<file path="src/rtl/inv_clarke_pwm_sched.sv">
// -----------------------------------------------------------------------------
// inv_clarke_pwm_sched
//
// Accepts one (alpha, beta) voltage command per handshake, runs the inverse
// Clarke transform over a few cycles on a registered multiply/sum datapath,
// saturates the phase values, converts them to offset-binary duties and hands
// them to an edge-aligned PWM generator through a shadow/active double buffer.
// New duties only become active on a PWM period boundary (counter wrap).
//
// Parameters:
//   WIDTH           signed width of alpha/beta/phases; PWM counter and duty
//                   width (period = 2^WIDTH clocks)
//   FRACTIONAL_BITS fractional bits of K = floor(sqrt(3)/2 * 2^FRACTIONAL_BITS)
//
// Ports:
//   clk, rst                  clock, asynchronous active-high reset
//   en                        PWM enable (0 holds counter at 0, pwm low)
//   in_valid / in_ready       command handshake (ready only in IDLE)
//   alpha, beta               signed voltage command
//   pwm_a, pwm_b, pwm_c       registered PWM outputs
//   duty_a, duty_b, duty_c    currently active duties (offset binary)
//   period_start              pulse in the cycle after the counter wraps
//   update_done               pulse in the cycle after shadow -> active commit
// -----------------------------------------------------------------------------
module inv_clarke_pwm_sched #(
  parameter int WIDTH           = 10,
  parameter int FRACTIONAL_BITS = 8
) (
  input  logic                    clk,
  input  logic                    rst,
  input  logic                    en,
  input  logic                    in_valid,
  output logic                    in_ready,
  input  logic signed [WIDTH-1:0] alpha,
  input  logic signed [WIDTH-1:0] beta,
  output logic                    pwm_a,
  output logic                    pwm_b,
  output logic                    pwm_c,
  output logic [WIDTH-1:0]        duty_a,
  output logic [WIDTH-1:0]        duty_b,
  output logic [WIDTH-1:0]        duty_c,
  output logic                    period_start,
  output logic                    update_done
);

  localparam int PW = WIDTH + FRACTIONAL_BITS + 1;
  localparam int SW = WIDTH + 2;

  // Integer square root by bitwise binary search; used only at elaboration.
  function automatic longint isqrt(input longint x);
    longint r;
    longint trial;
    r = 0;
    for (int i = 31; i >= 0; i--) begin
      trial = r | (longint'(1) << i);
      if (trial * trial <= x) r = trial;
    end
    return r;
  endfunction

  // floor(sqrt(3)/2 * 2^F) == floor(isqrt(3 * 4^F) / 2)
  localparam longint K_L = isqrt(longint'(3) << (2 * FRACTIONAL_BITS)) >> 1;
  localparam logic signed [FRACTIONAL_BITS:0] K = (FRACTIONAL_BITS + 1)'(K_L);

  localparam logic [WIDTH-1:0] MID = {1'b1, {(WIDTH-1){1'b0}}};
  localparam logic [WIDTH-1:0] TOP = {WIDTH{1'b1}};

  // Clamp a wide signed value to the WIDTH-bit signed range.
  function automatic logic signed [WIDTH-1:0] sat(input logic signed [SW-1:0] x);
    if (x[SW-1:WIDTH-1] == '0 || x[SW-1:WIDTH-1] == '1)
      return x[WIDTH-1:0];
    else if (x[SW-1])
      return {1'b1, {(WIDTH-1){1'b0}}};
    else
      return {1'b0, {(WIDTH-1){1'b1}}};
  endfunction

  // Adding 2^(WIDTH-1) to a two's-complement value is an MSB flip.
  function automatic logic [WIDTH-1:0] to_duty(input logic signed [WIDTH-1:0] p);
    return {~p[WIDTH-1], p[WIDTH-2:0]};
  endfunction

  typedef enum logic [2:0] {IDLE, MUL, SUM, LOAD, WAIT} state_t;
  state_t state;

  logic [WIDTH-1:0] cnt;
  logic [WIDTH-1:0] shadow_a, shadow_b, shadow_c;
  logic             wrap;

  logic signed [WIDTH-1:0] alpha_p0, beta_p0;
  logic signed [PW-1:0]    prod_p1;
  logic signed [WIDTH-1:0] phase_a_p2, phase_b_p2, phase_c_p2;
  logic signed [SW-1:0]    t_sum, half_sum, b_sum, c_sum;

  assign wrap = en && (cnt == TOP);

  always_comb begin
    t_sum    = SW'(prod_p1 >>> FRACTIONAL_BITS);
    half_sum = SW'(alpha_p0) >>> 1;
    b_sum    = t_sum - half_sum;
    c_sum    = -t_sum - half_sum;
  end

  always_ff @(posedge clk) begin
    // p0: command capture on handshake
    if (in_valid && in_ready) begin
      alpha_p0 <= alpha;
      beta_p0  <= beta;
    end
    // p1: beta * K
    if (state == MUL)
      prod_p1 <= PW'(beta_p0) * PW'(K);
    // p2: saturated phase values
    if (state == SUM) begin
      phase_a_p2 <= alpha_p0;
      phase_b_p2 <= sat(b_sum);
      phase_c_p2 <= sat(c_sum);
    end
  end

  always_ff @(posedge clk or posedge rst) begin
    if (rst) begin
      state        <= IDLE;
      in_ready     <= 1'b0;
      cnt          <= '0;
      shadow_a     <= MID;
      shadow_b     <= MID;
      shadow_c     <= MID;
      duty_a       <= MID;
      duty_b       <= MID;
      duty_c       <= MID;
      pwm_a        <= 1'b0;
      pwm_b        <= 1'b0;
      pwm_c        <= 1'b0;
      period_start <= 1'b0;
      update_done  <= 1'b0;
    end else begin
      cnt          <= en ? cnt + WIDTH'(1) : '0;
      // compared against the active duties, so a commit on the wrap edge
      // shows up starting with the cnt = 0 cycle
      pwm_a        <= en && (cnt < duty_a);
      pwm_b        <= en && (cnt < duty_b);
      pwm_c        <= en && (cnt < duty_c);
      period_start <= wrap;
      update_done  <= 1'b0;
      case (state)
        IDLE: begin
          in_ready <= 1'b1;
          if (in_valid && in_ready) begin
            in_ready <= 1'b0;
            state    <= MUL;
          end
        end
        MUL:  state <= SUM;
        SUM:  state <= LOAD;
        LOAD: begin
          shadow_a <= to_duty(phase_a_p2);
          shadow_b <= to_duty(phase_b_p2);
          shadow_c <= to_duty(phase_c_p2);
          state    <= WAIT;
        end
        WAIT: begin
          if (wrap) begin
            duty_a      <= shadow_a;
            duty_b      <= shadow_b;
            duty_c      <= shadow_c;
            update_done <= 1'b1;
            in_ready    <= 1'b1;
            state       <= IDLE;
          end
        end
        default: state <= IDLE;
      endcase
    end
  end

endmodule
</file>
<file path="config.mk">
export PLATFORM = sky130hd
export DESIGN_NAME = inv_clarke_pwm_sched
export DESIGN_NICKNAME = d
export VERILOG_FILES = /design/src/rtl/inv_clarke_pwm_sched.sv
export SDC_FILE = /design/constraint.sdc
export NUM_CORES = 1
export LEC_CHECK = 0
export CORE_MARGIN = 4
export CORE_UTILIZATION = 45
export DETAILED_ROUTE_END_ITERATION = 6
export HOLD_SLACK_MARGIN = 0.12
export PLACE_DENSITY = 0.71
export REMOVE_ABC_BUFFERS = 1
export SETUP_SLACK_MARGIN = 0.3
export SLEW_MARGIN = 20
export SYNTH_ARGS = -nofsm -noshare
export SYNTH_HDL_FRONTEND = slang
export SYNTH_SLANG_ARGS = --single-unit
</file>
<file path="constraint.sdc">
create_clock -name clk -period 5.9 [get_ports clk]
set_input_delay 0.59 -clock clk [delete_from_list [all_inputs] [get_ports clk]]
set_output_delay 0.59 -clock clk [all_outputs]
set_load 0.005 [all_outputs]
</file>
==> results.toml <==
[synthesis]
netlist_area_um2 = 8900
synth_cell_types = 69
avgSynthCellArea_um2 = 10.9
synth_edf_count = 61
netlist_instances = 817
synth_mux_area_frac = 0.0379
synth-adder-area-share = 0.225
yosysSeqAreaShare = 0.429
synthSimpleGateAreaFrac = 0.108
ys_seq_elements = 140
synth_top_family_by_area = "adder cells"
async_flop_share = 0.564
yosys_warnings = 0
synth_compound_gate_area_share = 0.109
synthXorXnorAreaFrac = 0.0256
ys.flop_type = "dfrtp_1"

[layout]
multi_input_area_um2 = 4500
fill_cells = 1674
layout-drive-gt1-share = 0.115
num_antenna_cells = 0
area_growth_pct = 17.1
final_cell_mix = "inv_1 (143), ha_1 (107), dfrtp_1 (73)"
final_common_cell = "inv_1"
seq_area_um2 = 3820
nNetsFinal = 1054

[clock_tree]
cts_root_buf = "clkbuf_16"
cts.clk_slew.worst_paths_ns = 0.06
cts_sinks = 140
h-tree-depth = 4
numCtsBuffers = 17
hold_buffers = 0
insertion_delay_ns = 0.43
cts_resized = 0
cts_tree = "built"
post_cts.repair.setup_buffers = 0
clock_path_buffers = 2

[place]
port_buffers = 59
gp_congestion = 0.841
dp_slack_ns = 1.05
hpwl_mm = 12.6

[grt]
grt_pass1_vias = 6027
grt_first_pass_wirelength_mm = 28.5
antenna_found_initial = 0
grt_max_degree = 80
gr-total-overflow = 0
track_usage = 0.161

[drt]
drt_pass1_iterations = 4
wl_per_cell_um = 13.9
dr_total_vias = 5897
via_per_inst = 5.05
antenna_left = 0
first_iter_violations = 222
wl_mm = 16.2
route.detailed.drc = 0

[floorplanning]
core.rowCount = 51
initial_utilization = 0.458
dieArea_um2 = 22100
io_pins = 60
coreArea_um2 = 19500
die_w_um = 149
die_h_um = 149

[pwr]
power_mw = 2.11
power_density_nw_per_um2 = 202
leakagePower_nw = 4.88
peakVddDrop_mv = 0.192

[worst_setup_path]
start_kind = "register"
crit_type = "register to register"
crit_start = "beta_p0[9]"
path_cells = "ha_1 > fa_1 > inv_1 > fa_1 > inv_1 > fa_1 > inv_1 > ha_1 > a21oi_1 > nand2_1 > a221oi_1 > o21ai_0 > o311a_1 > nor2_1 > xnor2_1"
rr_worst_depth = 15
rr_endpoint = "prod_p1[17]"
cp-end-kind = "register"
max_stage_delay_ns = 0.55
critPathArrivalTime_ns = 5.03
crit_required_ns = 6.08
reg2reg_slack_ns = 1.05
endpoint = "prod_p1[17]"
critPathMaxFanout = 9
r2r_start = "beta_p0[9]"
slowest_stage = "fa_1"

[hold_path]
hp-class = "register to register"

[run_status]
status = "complete, no violations"

[timing]
grt_setup_unrepaired = "no"
max_slew_margin = 0.347
hold_violations = 0
finalSetupViolCount = 0
slew_viol_final = 0
post-route-period-util = 0.822
worst_slack_ns = 1.05
worstMarginPinSlew_ns = 0.980
finalSetupTns_ns = 0
max_freq_mhz = 206
post-route-min-period_ns = 4.85
timing.hold.ws_ns = 0.404
clock_skew_ns = 0.0134

[flow_run]
cap_violations = 0
[registers in the layout (all words and copies together) (netlist names)]
register,cells
alpha_p0,10
beta_p0,10
cnt,10
duty_a,10
duty_b,10
duty_c,10
in_ready,1
period_start,1
phase_a_p2,10
phase_b_p2,10
phase_c_p2,10
prod_p1,11
pwm_a,1
pwm_b,1
pwm_c,1
shadow_a,10
shadow_b,10
shadow_c,10
state,3
update_done,1
[final cells by class]
class / instances / area share
clock buffer: 19 / 0.0456
clock inverter: 13 / 0.0113
inverter: 145 / 0.0523
multi-input combinational: 521 / 0.432
sequential: 140 / 0.366
tap: 265 / 0.0318
timing repair buffer: 65 / 0.0610
[per-stage QoR]
step,instances,cell area [um^2],util
2_1_floorplan,806,8850,-
3_5_place_dp,1136,9830,0.505
5_1_grt,1168,10400,0.536
4_1_cts,1168,10400,0.536
6_report,1168,10400,0.536
3_3_place_gp,1136,9830,0.505
[critical path: cells and delay by family, from the launching register on]
family | cells | cell delay [ns]
fa+ha+maj | 5 | 2.30
buf+inv | 3 | 0.14
compound gates | 4 | 1.34
xor+xnor | 1 | 0.07
flops | 1 | 0.54
simple gates | 2 | 0.20
[per-layer routing]
metal	track usage	part of all wire
met1	0.194	0.44
met5	0	0
met2	0.277	0.49
met4	0.0679	0.031
met3	0.0347	0.040
[synthesized netlist by cell type (4+ instances only)]
| master | instances | area share |
|---|---|---|
| a211oi_1 | 6 | 0.0051 |
| a21oi_1 | 27 | 0.015 |
| a31oi_1 | 5 | 0.0035 |
| and2_1 | 13 | 0.0091 |
| clkbuf_1 | 8 | 0.0034 |
| dfrtp_1 | 73 | 0.21 |
| dfstp_2 | 6 | 0.018 |
| edfxtp_1 | 61 | 0.21 |
| fa_1 | 33 | 0.074 |
| ha_1 | 107 | 0.15 |
| inv_1 | 144 | 0.061 |
| mux2_2 | 30 | 0.038 |
| nand2_1 | 51 | 0.021 |
| nand2b_1 | 7 | 0.0049 |
| nand3_1 | 15 | 0.0084 |
| nand3b_1 | 4 | 0.0034 |
| nor2_1 | 37 | 0.016 |
| nor2b_1 | 10 | 0.0070 |
| nor3_1 | 14 | 0.0079 |
| o21a_1 | 5 | 0.0042 |
| o21ai_0 | 54 | 0.030 |
| o22ai_1 | 5 | 0.0035 |
| o31ai_1 | 4 | 0.0034 |
| or2_2 | 4 | 0.0028 |
| or3_1 | 4 | 0.0028 |
| xnor2_1 | 20 | 0.020 |
| xor2_1 | 6 | 0.0059 |
[report_power, final]
part | internal, mW | switching [mW]
Clock | 0.604 | 0.447
Combinational | 0.0202 | 0.0177
Sequential | 1.02 | 0.00400
[cell families after synthesis]
family,Yosys count
flops,140
xor+xnor,26
compound gates,141
mux,30
simple gates,184
fa+ha+maj,140
buf+inv,156
[how the worst min path moves through the flow]
stage                             start           to  slack, ns  depth (start not counted)
after global routing      phase_c_p2[9]  shadow_c[9]       0.42                          1
after detailed placement  phase_c_p2[9]  shadow_c[9]       0.40                          1
after CTS                 phase_c_p2[9]  shadow_c[9]       0.41                          1
final                     phase_c_p2[9]  shadow_c[9]       0.40                          1
after floorplan           phase_a_p2[9]  shadow_a[9]       0.38                          1
after global placement    phase_a_p2[9]  shadow_a[9]       0.39                          1
Power figures use the tool's default switching activity.
